`src/rtl/fma_issue_sched_if.sv`:
```
// Handshake and datapath bundle for fma_issue_sched: requester side, FMA datapath side, response side.
// The slave modport is the scheduler; the master modport is its environment (requesters, datapath, consumer).
interface fma_issue_sched_if #(
   parameter int NREQ = 4
);
   localparam int IDW = $clog2(NREQ);

   logic [NREQ-1:0]    req_valid;
   logic [NREQ-1:0]    req_ready;
   logic [NREQ*32-1:0] req_a;
   logic [NREQ*32-1:0] req_b;
   logic [NREQ*32-1:0] req_c;
   logic [31:0]        fma_a;
   logic [31:0]        fma_b;
   logic [31:0]        fma_c;
   logic [31:0]        fma_result;
   logic               rsp_valid;
   logic               rsp_ready;
   logic [31:0]        rsp_data;
   logic [IDW-1:0]     rsp_id;
   logic               busy;

   modport slave (
      input  req_valid, req_a, req_b, req_c, fma_result, rsp_ready,
      output req_ready, fma_a, fma_b, fma_c, rsp_valid, rsp_data, rsp_id, busy
   );

   modport master (
      output req_valid, req_a, req_b, req_c, fma_result, rsp_ready,
      input  req_ready, fma_a, fma_b, fma_c, rsp_valid, rsp_data, rsp_id, busy
   );
endinterface

```
`src/rtl/fma_issue_sched.sv`:
```
// Credit-controlled issue scheduler sharing one fixed-latency, non-stallable FMA datapath among NREQ requesters.
// Define FMA_SCHED_RR_EN for round-robin arbitration; otherwise fixed priority (lowest index wins).

module fma_issue_sched_chk #(
   parameter int FIFO_DEPTH = 4,
   parameter int OCW        = 3
) (
   input logic           clk,
   input logic           rst_n,
   input logic           cap_i,
   input logic           full_i,
   input logic [OCW-1:0] occ_i
);
   // Credits must make a capture into a full FIFO impossible.
   a_no_overflow: assert property (@(posedge clk) disable iff (!rst_n) !(cap_i && full_i));

   // Occupancy never exceeds the credit limit.
   a_occ_bound: assert property (@(posedge clk) disable iff (!rst_n) occ_i <= OCW'(FIFO_DEPTH));
endmodule

module fma_issue_sched #(
   parameter int NREQ       = 4,
   parameter int LAT        = 3,
   parameter int FIFO_DEPTH = 4
) (
   input logic              clk,
   input logic              rst_n,
   fma_issue_sched_if.slave bus
);
   localparam int IDW = $clog2(NREQ);
   localparam int OCW = $clog2(FIFO_DEPTH + 1);
   localparam int PTW = (FIFO_DEPTH > 1) ? $clog2(FIFO_DEPTH) : 1;

   logic [OCW-1:0] occ_q, occ_d;
   logic [OCW-1:0] fcnt_q, fcnt_d;
   logic [PTW-1:0] wr_ptr_q, wr_ptr_d;
   logic [PTW-1:0] rd_ptr_q, rd_ptr_d;
   logic [31:0]    mem_data_q [FIFO_DEPTH];
   logic [IDW-1:0] mem_id_q   [FIFO_DEPTH];
   logic [LAT:0]   tag_vld_q, tag_vld_d;
   logic [IDW-1:0] tag_id_q   [LAT+1];
   logic [IDW-1:0] tag_id_d   [LAT+1];
   logic [31:0]    fma_a_q, fma_b_q, fma_c_q;
   logic [31:0]    fma_a_d, fma_b_d, fma_c_d;

   logic [NREQ-1:0] grant_s;
   logic [IDW-1:0]  win_s;
   logic [IDW-1:0]  idx_s;
   logic            found_s;
   logic            issue_en_s;
   logic            issue_s;
   logic            pop_s;
   logic            cap_s;
   logic            fifo_full_s;
   logic            fifo_nempty_s;

`ifdef FMA_SCHED_RR_EN
   logic [IDW-1:0]  rr_last_q, rr_last_d;
`endif

   function automatic logic [PTW-1:0] ptr_inc(input logic [PTW-1:0] p);
      if (p == PTW'(FIFO_DEPTH - 1)) begin
         return '0;
      end else begin
         return p + PTW'(1);
      end
   endfunction

   // Winner search: first valid requester, starting after the last grant when round-robin is enabled.
   always_comb begin
      found_s = 1'b0;
      win_s   = '0;
      idx_s   = '0;
      for (int k = 0; k < NREQ; k++) begin
`ifdef FMA_SCHED_RR_EN
         idx_s = IDW'((int'(rr_last_q) + 1 + k) % NREQ);
`else
         idx_s = IDW'(k);
`endif
         if (!found_s && bus.req_valid[idx_s]) begin
            found_s = 1'b1;
            win_s   = idx_s;
         end else begin
            found_s = found_s;
         end
      end
   end

   // No same-cycle pop bypass: only the registered occupancy gates issue.
   assign issue_en_s    = rst_n && (occ_q < OCW'(FIFO_DEPTH));
   assign fifo_nempty_s = (fcnt_q != '0);
   assign fifo_full_s   = (fcnt_q == OCW'(FIFO_DEPTH));
   assign pop_s         = fifo_nempty_s && bus.rsp_ready;
   assign cap_s         = tag_vld_q[LAT];
   assign issue_s       = issue_en_s && found_s;

   // One-hot grant towards the winning requester.
   always_comb begin
      grant_s = '0;
      if (issue_s) begin
         grant_s[win_s] = 1'b1;
      end else begin
         grant_s = '0;
      end
   end

   // Next-state: occupancy, FIFO count/pointers, operand registers, tag pipeline.
   always_comb begin
      occ_d    = occ_q;
      fcnt_d   = fcnt_q;
      wr_ptr_d = wr_ptr_q;
      rd_ptr_d = rd_ptr_q;
      fma_a_d  = fma_a_q;
      fma_b_d  = fma_b_q;
      fma_c_d  = fma_c_q;

      case ({issue_s, pop_s})
         2'b10:   occ_d = occ_q + OCW'(1);
         2'b01:   occ_d = occ_q - OCW'(1);
         default: occ_d = occ_q;
      endcase

      case ({cap_s, pop_s})
         2'b10:   fcnt_d = fcnt_q + OCW'(1);
         2'b01:   fcnt_d = fcnt_q - OCW'(1);
         default: fcnt_d = fcnt_q;
      endcase

      if (cap_s) begin
         wr_ptr_d = ptr_inc(wr_ptr_q);
      end else begin
         wr_ptr_d = wr_ptr_q;
      end

      if (pop_s) begin
         rd_ptr_d = ptr_inc(rd_ptr_q);
      end else begin
         rd_ptr_d = rd_ptr_q;
      end

      if (issue_s) begin
         fma_a_d = bus.req_a[32*win_s +: 32];
         fma_b_d = bus.req_b[32*win_s +: 32];
         fma_c_d = bus.req_c[32*win_s +: 32];
      end else begin
         fma_a_d = fma_a_q;
         fma_b_d = fma_b_q;
         fma_c_d = fma_c_q;
      end

      tag_vld_d[0] = issue_s;
      tag_id_d[0]  = win_s;
      for (int k = 1; k <= LAT; k++) begin
         tag_vld_d[k] = tag_vld_q[k-1];
         tag_id_d[k]  = tag_id_q[k-1];
      end
   end

`ifdef FMA_SCHED_RR_EN
   // The round-robin pointer only moves on an actual issue.
   always_comb begin
      rr_last_d = rr_last_q;
      if (issue_s) begin
         rr_last_d = win_s;
      end else begin
         rr_last_d = rr_last_q;
      end
   end
`endif

   // State registers; reset also drops any datapath results still in flight by clearing the tags.
   always_ff @(posedge clk) begin
      if (!rst_n) begin
         occ_q     <= '0;
         fcnt_q    <= '0;
         wr_ptr_q  <= '0;
         rd_ptr_q  <= '0;
         tag_vld_q <= '0;
         fma_a_q   <= 32'd0;
         fma_b_q   <= 32'd0;
         fma_c_q   <= 32'd0;
         for (int k = 0; k <= LAT; k++) begin
            tag_id_q[k] <= '0;
         end
         for (int k = 0; k < FIFO_DEPTH; k++) begin
            mem_data_q[k] <= 32'd0;
            mem_id_q[k]   <= '0;
         end
`ifdef FMA_SCHED_RR_EN
         rr_last_q <= IDW'(NREQ - 1);
`endif
      end else begin
         occ_q     <= occ_d;
         fcnt_q    <= fcnt_d;
         wr_ptr_q  <= wr_ptr_d;
         rd_ptr_q  <= rd_ptr_d;
         tag_vld_q <= tag_vld_d;
         fma_a_q   <= fma_a_d;
         fma_b_q   <= fma_b_d;
         fma_c_q   <= fma_c_d;
         for (int k = 0; k <= LAT; k++) begin
            tag_id_q[k] <= tag_id_d[k];
         end
         if (cap_s) begin
            mem_data_q[wr_ptr_q] <= bus.fma_result;
            mem_id_q[wr_ptr_q]   <= tag_id_q[LAT];
         end
`ifdef FMA_SCHED_RR_EN
         rr_last_q <= rr_last_d;
`endif
      end
   end

   assign bus.req_ready = grant_s;
   assign bus.fma_a     = fma_a_q;
   assign bus.fma_b     = fma_b_q;
   assign bus.fma_c     = fma_c_q;
   assign bus.rsp_valid = fifo_nempty_s;
   assign bus.rsp_data  = fifo_nempty_s ? mem_data_q[rd_ptr_q] : 32'd0;
   assign bus.rsp_id    = fifo_nempty_s ? mem_id_q[rd_ptr_q] : '0;
   assign bus.busy      = (occ_q != '0);

   fma_issue_sched_chk #(
      .FIFO_DEPTH (FIFO_DEPTH),
      .OCW        (OCW)
   ) u_chk (
      .clk    (clk),
      .rst_n  (rst_n),
      .cap_i  (cap_s),
      .full_i (fifo_full_s),
      .occ_i  (occ_q)
   );
endmodule

```
`src/flat_wrapper.sv`:
```
// flat-port wrapper written by rule: the top's interface ports become plain ports
module fma_issue_sched_flat 
#(
   parameter int NREQ       = 4,
   parameter int LAT        = 3,
   parameter int FIFO_DEPTH = 4
)
  (clk, rst_n, bus_req_valid, bus_req_a, bus_req_b, bus_req_c, bus_fma_result, bus_rsp_ready, bus_req_ready, bus_fma_a, bus_fma_b, bus_fma_c, bus_rsp_valid, bus_rsp_data, bus_rsp_id, bus_busy);
  fma_issue_sched_if #(.NREQ(NREQ)) bus_i ();
  input logic clk;
  input logic rst_n;
  input wire logic [$bits(bus_i.req_valid)-1:0] bus_req_valid;
  input wire logic [$bits(bus_i.req_a)-1:0] bus_req_a;
  input wire logic [$bits(bus_i.req_b)-1:0] bus_req_b;
  input wire logic [$bits(bus_i.req_c)-1:0] bus_req_c;
  input wire logic [$bits(bus_i.fma_result)-1:0] bus_fma_result;
  input wire logic [$bits(bus_i.rsp_ready)-1:0] bus_rsp_ready;
  output wire logic [$bits(bus_i.req_ready)-1:0] bus_req_ready;
  output wire logic [$bits(bus_i.fma_a)-1:0] bus_fma_a;
  output wire logic [$bits(bus_i.fma_b)-1:0] bus_fma_b;
  output wire logic [$bits(bus_i.fma_c)-1:0] bus_fma_c;
  output wire logic [$bits(bus_i.rsp_valid)-1:0] bus_rsp_valid;
  output wire logic [$bits(bus_i.rsp_data)-1:0] bus_rsp_data;
  output wire logic [$bits(bus_i.rsp_id)-1:0] bus_rsp_id;
  output wire logic [$bits(bus_i.busy)-1:0] bus_busy;
  assign bus_i.req_valid = bus_req_valid;
  assign bus_i.req_a = bus_req_a;
  assign bus_i.req_b = bus_req_b;
  assign bus_i.req_c = bus_req_c;
  assign bus_i.fma_result = bus_fma_result;
  assign bus_i.rsp_ready = bus_rsp_ready;
  assign bus_req_ready = bus_i.req_ready;
  assign bus_fma_a = bus_i.fma_a;
  assign bus_fma_b = bus_i.fma_b;
  assign bus_fma_c = bus_i.fma_c;
  assign bus_rsp_valid = bus_i.rsp_valid;
  assign bus_rsp_data = bus_i.rsp_data;
  assign bus_rsp_id = bus_i.rsp_id;
  assign bus_busy = bus_i.busy;
  fma_issue_sched #(.NREQ(NREQ), .LAT(LAT), .FIFO_DEPTH(FIFO_DEPTH)) u_core (.clk(clk), .rst_n(rst_n), .bus(bus_i));
endmodule
```
`config.mk`:
```
export PLATFORM = sky130hd
export DESIGN_NAME = fma_issue_sched_flat
export DESIGN_NICKNAME = d
export VERILOG_FILES = /design/src/rtl/fma_issue_sched_if.sv /design/src/rtl/fma_issue_sched.sv /design/src/flat_wrapper.sv
export SDC_FILE = /design/constraint.sdc
export NUM_CORES = 1
export LEC_CHECK = 0
export ABC_AREA = 1
export BUFFER_PORTS_ARGS = -buffer_cell sky130_fd_sc_hd__buf_2
export CAP_MARGIN = 10
export CORE_ASPECT_RATIO = 1.75
export CORE_MARGIN = 4
export CORE_UTILIZATION = 30
export CTS_BUF_LIST = sky130_fd_sc_hd__clkbuf_2 sky130_fd_sc_hd__clkbuf_4 sky130_fd_sc_hd__clkbuf_8
export DETAILED_ROUTE_END_ITERATION = 6
export REMOVE_ABC_BUFFERS = 1
export SETUP_SLACK_MARGIN = 0.02
export SYNTH_ARGS = -nofsm -noshare
export SYNTH_HDL_FRONTEND = slang
export SYNTH_SLANG_ARGS = --single-unit
export TNS_END_PERCENT = 30
```
`constraint.sdc`:
```
create_clock -name clk -period 5.4 [get_ports clk]
set_clock_uncertainty 0.15 [all_clocks]
set_input_delay 0.54 -clock clk [delete_from_list [all_inputs] [get_ports clk]]
set_output_delay 0.54 -clock clk [all_outputs]
set_load 0.02 [all_outputs]
```
# Word-level counts from Yosys, hierarchy flattened
# Memories as Yosys holds them, arrays and structs flattened. A register that Yosys moved wholly into a read port is not among the register bits.
# Index checks and enable logic that the tools add are counted.
[op_classes]
addsub = 6
n_lt_le_gt_ge = 3
eq_ne = 6
shifts = 3
muxes = 35
n_bitwise = 4
reduce_logical = 16
[ops]
columns = ["cell", "n"]
rows = [
  ["indexed part select 128 x 8 -> 32 bit", 3],
  ["two-way mux 32 bit", 2],
  ["two-way mux 2 bit", 16],
  ["OR reduction 32 bit", 1],
  ["two-way mux 1 bit", 13],
  ["case mux 3 bit (2 select lines)", 2],
  ["== test 2 bit (second input constant)", 4],
  ["logical AND 1 bit", 7],
  ["adder 3 x 1 -> 3 bit (second input constant)", 2],
  ["nonzero test 3 bit", 2],
  ["subtractor 3 x 1 -> 3 bit (second input constant)", 2],
  ["adder 2 x 1 -> 2 bit (second input constant)", 2],
  ["== test 2 x 1 -> 1 bit (second input constant)", 2],
  ["two-way mux 4 bit", 1],
  ["bitwise OR 1 bit", 4],
  ["nonzero test 2 bit", 2],
  ["logical NOT 1 bit", 3],
  ["< comparator 2 x 3 -> 1 bit (second input constant)", 1],
  ["< comparator 3 bit (second input constant)", 1],
  ["demux 1 bit (select 2 bit)", 1],
  ["greater-or-equal comparator 2 x 1 -> 1 bit (second input constant)", 1],
  ["OR reduction 2 bit", 1],
]
[totals]
register_bits = 110
mem_bits_rw = 144
in_bits = 423
memories = 3
[mem_list]
columns = ["name", "words", "width", "rd", "rd_ports_with_merged_regs", "wr", "line_no", "text"]
rows = [
  ["u_core.mem_data_q", 4, 32, 1, 1, 4, "fma_issue_sched.sv:38", "logic [31:0] mem_data_q [FIFO_DEPTH];"],
  ["u_core.mem_id_q", 4, 2, 1, 1, 4, "fma_issue_sched.sv:39", "logic [IDW-1:0] mem_id_q [FIFO_DEPTH];"],
  ["u_core.tag_id_q", 4, 2, 4, 0, 4, "fma_issue_sched.sv:41", "logic [IDW-1:0] tag_id_q [LAT+1];"],
]

# Depth between registers and ports, before layout
# Gate-level depths: netlist (run 1).
[depth]
depth_word = 15
depth_mapped = 12

# Worst setup path after synthesis (run 1)
# No wires, ideal clock.
[synth_timing]
path_type = "in2reg"
startpoint = "input rst_n"
endpoint = "memory u_core.mem_data_q[3][0], enable pin"
t_arrival_ns = 3.522
required_ns = 4.775
setup_slack_ns = 1.253
cell_stages = 4
n_path_buf = 1
path_cell_list = "buf_2 nand2_1 nor2_1 nor3b_1"
[synth_rtl]
columns = ["element", "line_no", "text"]
rows = [
  ["from (decl)", "flat_wrapper.sv:11", "input logic rst_n;"],
  ["to (decl)", "fma_issue_sched.sv:38", ""],
]

==> results of run 1 <==
==> through the flow <==
step	hold slack [ns]	utilization	instance area (um2)	TNS, ns	worst slack (ns)
global placement	0.249	0.371	16400	0	1.98
global route	0.137	0.390	17200	0	1.82
finish	0.149	0.390	17200	0	2.08
detailed placement	0.249	0.371	16400	0	1.92
CTS	0.0883	0.390	17200	0	1.98
floorplan	0.240	-	12600	-174.90	-2.61
==> power by group <==
| part | total [mW] | switching (mW) | leakage (nW) | internal [mW] |
|---|---|---|---|---|
| registers | 2.38 | 0.115 | 2.40 | 2.27 |
| logic | 1.95 | 1.35 | 5.55 | 0.608 |
| clock network | 1.71 | 0.784 | 0.438 | 0.925 |
==> placed cells by master, fill, tap and decap left out, drive strengths merged <==
cell type,instances
ha,4
dfxtp,120
nand3,577
nor3,3
edfxtp,136
o21ai,78
nor3b,1
nand2,312
bufinv,1
clkinv,12
clkbuf,60
a21oi,44
buf,582
fa,2
o22ai,1
clkinvlp,2
diode,7
o21a,1
a31oi,1
inv,63
nor2,284
==> worst min-delay path, cell delays in order <==
cell and delay, ns:
buf_2 0.08, nand2_1 0.04, nand3_1 0.05, nand3_1 0.06, nand2_1 0.05
==> cell families after synthesis <==
group	Yosys count	synth area share
flip-flops	256	0.486
buffers and inverters	219	0.0714
AND/OR/NAND/NOR	1177	0.387
adder cells (fa/ha/maj)	6	0.00675
AO/OA/AOI/OAI	125	0.0487
==> final cells by class <==
type	instances	area (um2)
fillers	4739	26900
flip-flops and latches	256	6490
multi-input cells	1308	5960
repair buffers	582	2980
clock buffers	60	738
well taps	572	716
inverters	66	250
clock inverters	12	86.3
diodes	7	17.5
==> path summary, 6_finish.rpt <==
check	startpoint	endpoint	slack (ns)	cells past startpoint
worst max register to register	u_core.tag_vld_q[3]	u_core.mem_id_q[1][0]	2.08	6
worst min-delay path	bus_req_c[60]	u_core.bus.fma_c[28]	0.15	5
worst max-delay path	u_core.tag_vld_q[3]	u_core.mem_id_q[1][0]	2.08	6
worst min register to register	u_core.tag_vld_q[0]	u_core.tag_vld_q[1]	0.25	2
==> registers in the layout, summed over array words and instances (netlist names), named ones only <==
register and flops:
u_core.occ_q 3, u_core.tag_vld_q 4, u_core.fcnt_q 3, u_core.bus.fma_b 32
u_core.bus.fma_c 32, u_core.rd_ptr_q 2, u_core.bus.fma_a 32, u_core.mem_data_q 128
u_core.mem_id_q 8, u_core.tag_id_q 8, u_core.wr_ptr_q 2
==> layer usage <==
| metal | share of wire | up-vias | wire [um] |
|---|---|---|---|
| met5 | 0.00080 | - | 41 |
| met4 | 0.040 | 6 | 2070 |
| met3 | 0.082 | 121 | 4250 |
| met2 | 0.51 | 667 | 26500 |
| met1 | 0.36 | 6651 | 18700 |
| li1 | - | 6979 | - |
==> results.md, run 1 <==
- Status: completed
- Post-synth EDFFs: about 140
- Dominant cells by area after synthesis: edfxtp_1, nand3_1, dfxtp_1
- Synth Warn #: 0
- GRT Residual Overflow: 0
- VDD IR max: roughly 0.00019 V
- GR peak layer: met2
- Critical Path RT: between 5 and 6 ns
- Part of the cycle the worst path needs: 0.614
- Top cell type's share of synthesized area: 0.306
- First-pass iteration count of the detailed router: 7
- Asr flop ratio synth: 0
- Die W: 167 um
- Max-cap viol count: 0
- CP delay by family, top: simple AND/OR/NAND/NOR gates
- Met3 usage: 0.0483
- H-tree levels: 2
- Clock Path Buffers: 3
- Critical Path AT: 3.34 ns
- Count leader, synth: nand3_1
- Register area share after synthesis: 0.486
- Final hold viol count: 0
- Avg Vias per Cell: 5.04
- Critical-path top delay cell: nand2_1
- Clock Tree Root: clkbuf_8
- Crit-path cells: nand2_1, nor2_1, nand2_1, buf_4, nand2_1, buf_4
- DRC: 0
- Fin nets: between 2000 and 3000
- Most used cell, CP: nand2_1
- Area growth syn-to-layout: 29.1%
- Mapped Area: 13300 um2
- Routed wire per std cell: between 15 and 20 um
- Die area: 48000 um2
- Pwr dens: between 300 and 400 nW/um2
- Cts bufs inserted: 41
- Max Fclk: 301 MHz
- ANT nets after route: 0
- # rows: between 100 and 150
- Die span in y: between 200 and 300 um
- DP Cell Count: 2784
- Synth Flop Type: edfxtp_1
- Final Total Pwr: 6.05 mW
- Gr usage total: 0.200
- Mean Syn Cell Area: between 7 and 8 um2
- Kind of critical path: register to register
- RSZ-0062 raised after global routing: no
- First-pass GRT wire length: ~77 mm
- Worst-margin pin slew: 1.03 ns
- CP Launch Type: register
- #FFs+latches synth: between 200 and 300
- # hold bufs at CTS: 0
- Yosys cell types: 25
- DRT Wirelength: slightly above 50 mm
- Count of pins over their slew limit: 0
- Final Wtd Congestion: approximately 0.95
- Post_cts resized: 0
- Final setup vio count: 0
- Min cycle time layout: between 3 and 4 ns
- Initial Utilization: 0.302
- Largest net degree at the start of global routing: roughly 130
- Met1 GRT Util: 0.217
- Max incr delay on CP: 0.60 ns
- Area of the core: roughly 44000 um2
- CTS tree: done
- Hold Crit Class: input pin to register
- Post-CTS Setup Inserts: 0
- Worst-Skew Late Latency: around 0.55 ns
- Met2 Use GR: 0.368
- Slew HR: 0.312
- Initial DRC Count: 960
- Initial antenna violation count: 11
- Sink Count: 256
- Yosys top cell by area: edfxtp_1
- Leak Pwr: ~8.4 nW
- Non-Filler Instances: 2863
- Via count: between 10000 and 15000
- CP Max Fanout: 35
- DP Wirelength: roughly 36 mm
- I/O pin count: between 500 and 600
- IO buf count: 558
- Post-Syn Instances: 1783
- Crit path capture type: register
- Buf+Inv Stages, Crit Path: 2
- Share of cells above drive strength 1: 0.292
- Number of global-route vias before repair: 14000
- Synth top cells by count: nand3_1, nand2_1, nor2_1, edfxtp_1, dfxtp_1
- Worst-path clk slew: 0.07 ns
Note: power is estimated with default switching activity, not from simulation.
==> inputs of run 2 (changes only) <==
==> constraint.sdc (replaced) <==
create_clock -name clk -period 3.4 [get_ports clk]
set_clock_uncertainty 0.15 [all_clocks]
set_input_delay 0.34 -clock clk [delete_from_list [all_inputs] [get_ports clk]]
set_output_delay 0.34 -clock clk [all_outputs]
set_load 0.02 [all_outputs]
==> run 2 against run 1 <==
Compared with the run above:
- sequential share of layout area fell by 5.8 points
- sequential power rose by 60%
- sequential cell count did not move
- critical path depth rose by 3
- register-to-register slack got worse by 1.5 ns
- routed wire length rose by 7.1%
- worst setup slack got worse by 1.8 ns
- combinational power rose by 85%
- utilization rose by 7.0 points
- final area rose by 18%
- global-route usage rose by 1.7 points
- critical path type is now input pin to register
- highest routed layer unchanged
==> results.md, run 2 (synthesis gave the netlist of run 1 again) <==
- Final Util: 0.461 (was 0.390)
- First-pass iteration count of the detailed router: 6 (was 7)
- Post_cts resized: 0 (unchanged)
- Initial Utilization: 0.302 (unchanged)
- Count of pins over their slew limit: 0 (unchanged)
- Critical Path RT: 3.74 ns (was 5.43 ns)
- Area growth syn-to-layout: 52.5% (was 29.1%)
- CP Launch Type: input pin (was register)
- Final Total Pwr: 9.98 mW (was 6.05 mW)
- Routed wire per std cell: 17.4 um (was 18.0 um)
- Commonest non-fill, non-tap cell in the layout: nand3_1 (unchanged)
- Post-route setup slack: 0.273 ns (was 2.08 ns)
- IO buf count: 558 (unchanged)
- Hold Crit Class: input pin to register (unchanged)
- First-pass GRT wire length: 84.1 mm (was 76.7 mm)
- Avg Vias per Cell: 5.00 (was 5.04)
- Die area: 48000 um2 (unchanged)
- H-tree levels: 2 (unchanged)
- ANT nets after route: 0 (unchanged)
- Worst Hold Slack: 0.0527 ns (was 0.149 ns)
- # hold bufs at CTS: 307 (was 0)
- Clock power share: 0.258 (was 0.283)
- Part of the cycle the worst path needs: 0.920
- GRT Residual Overflow: 0 (unchanged)
- Share of cells above drive strength 1: 0.257 (was 0.292)
- Fin nets: 2996 (was 2684)
- Gr usage total: 0.217 (was 0.200)
- VDD IR max: 0.000272 V (was 0.000191 V)
- DRT Wirelength: 55.2 mm (was 51.5 mm)
- Leak Pwr: 9.47 nW (was 8.39 nW)
- Worst-path clk slew: 0.07 ns (about the same)
- Commonest cells after routing, fill and taps aside: nand3_1, buf_2, nand2_1, dlygate4sd3_1, nor2_1 (was nand3_1, buf_2, nand2_1, nor2_1, edfxtp_1)
- CP Max Fanout: 43 (was 35)
- Filler Cells Inserted: 4375 (was 4739)
- DRC: 0 (unchanged)
- Post-placement worst setup slack: 0.720 ns (was 1.92 ns)
- Kind of critical path: input pin to register (was register to register)
- Sink Count: 256 (unchanged)
- Sw Pwr: 3.72 mW (was 2.25 mW)
- DP Wirelength: 36.6 mm (was 36.0 mm)
- Area of the core: 44200 um2 (unchanged)
- Seq pwr share: 0.381 (was 0.394)
- Max-cap viol count: 0 (unchanged)
- Switching share of power: 0.372 (was 0.371)
- Critical Path AT: 3.47 ns (was 3.34 ns)
- Clock Tree Root: clkbuf_8 (unchanged)
- Final Wtd Congestion: 0.905 (was 0.951)
- P_int: 6.27 mW (was 3.80 mW)
- Largest net degree at the start of global routing: 124 (was 127)
- Slew HR: 0.221 (was 0.312)
- Biggest register: u_core.mem_data_q (unchanged)
- Min cycle time layout: between 3 and 4 ns
- Post-CTS Setup Inserts: 0 (unchanged)
- Comb pwr share: 0.361 (was 0.323)
- Cts bufs inserted: 40 (was 41)
- Initial DRC Count: 1024 (was 960)
- Max Fclk: ~320 MHz
- Non-Filler Instances: 3174 (was 2863)
- Worst-margin pin slew: 1.17 ns (was 1.03 ns)
- Die W: 167 um (unchanged)
- Status: completed (unchanged)
- DP Cell Count: 2790 (was 2784)
- Max reg flops: 128 (unchanged)
- Worst-Skew Late Latency: 0.56 ns (was 0.55 ns)
- Die span in y: 287 um (unchanged)
- Initial antenna violation count: 10 (was 11)
- Final hold viol count: 0 (unchanged)
- Pwr dens: 491 nW/um2 (was 351 nW/um2)
- Crit path capture type: register (unchanged)
- I/O pin count: 559 (unchanged)
- CTS tree: done (unchanged)
- # rows: 102 (unchanged)
- Final setup vio count: 0 (unchanged)
- Clock Path Buffers: 3 (unchanged)
- RSZ-0062 raised after global routing: no (unchanged)
- Number of global-route vias before repair: 16000 (was 14000)
- Via count: 15900 (was 14400)
run 2: worst paths after layout:
check                                            end  slack [ns]           startpoint  cells past startpoint
worst min register to register   u_core.tag_vld_q[3]        0.25  u_core.tag_vld_q[2]                      2
worst max register to register   u_core.bus.fma_a[7]        0.55      u_core.occ_q[2]                      7
worst max-delay path            u_core.bus.fma_b[10]        0.27     bus_req_valid[2]                      9
worst min-delay path            u_core.bus.fma_c[16]        0.05        bus_req_c[48]                      5
run 2: layout make-up:
type,count,area [um2],area share
Timing Repair Buffer,895,6140,0.302
Clock inverter,23,149,0.00732
Antenna cell,6,15.0,0.000738
Inverter,66,250,0.0123
Clock buffer,48,623,0.0306
Multi-Input combinational cell,1308,5960,0.293
Tap cell,572,716,0.0352
Sequential cell,256,6490,0.319
run 2: per-stage QoR:
step                      setup TNS, ns  instance area (um2)
after global routing                  0                20300
after CTS                             0                20300
after global placement                0                16500
final                                 0                20300
after floorplan                 -384.52                12600
after detailed placement              0                16500
run 2: critical path, stage by stage:
cell and delay (ns):
buf_2 0.13, o21ai_4 0.36, clkinv_2 0.70, buf_4 0.48, nand3_1 0.10, dlygate4sd3_1 0.57, nand3_1 0.08, dlygate4sd3_1 0.61
nand2_1 0.05
run 2: power by group through the flow:
stage	Combinational [mW]	Clock, mW	Sequential [mW]
CTS	3.62	2.69	3.80
finish	3.61	2.58	3.80
floorplan	1.45	0	4.16
detailed placement	3.16	0	3.86
global placement	3.14	0	3.85
global route	3.93	2.81	3.84
run 2: metal layers:
layer / vias to the layer above / wire (um) / GRT usage
met1: 7340 / 20400 / 0.242
met2: 750 / 27600 / 0.389
met4: 8 / 2670 / 0.105
met3: 163 / 4390 / 0.0479
met5: - / 55 / 0
li1: 7598 / - / -
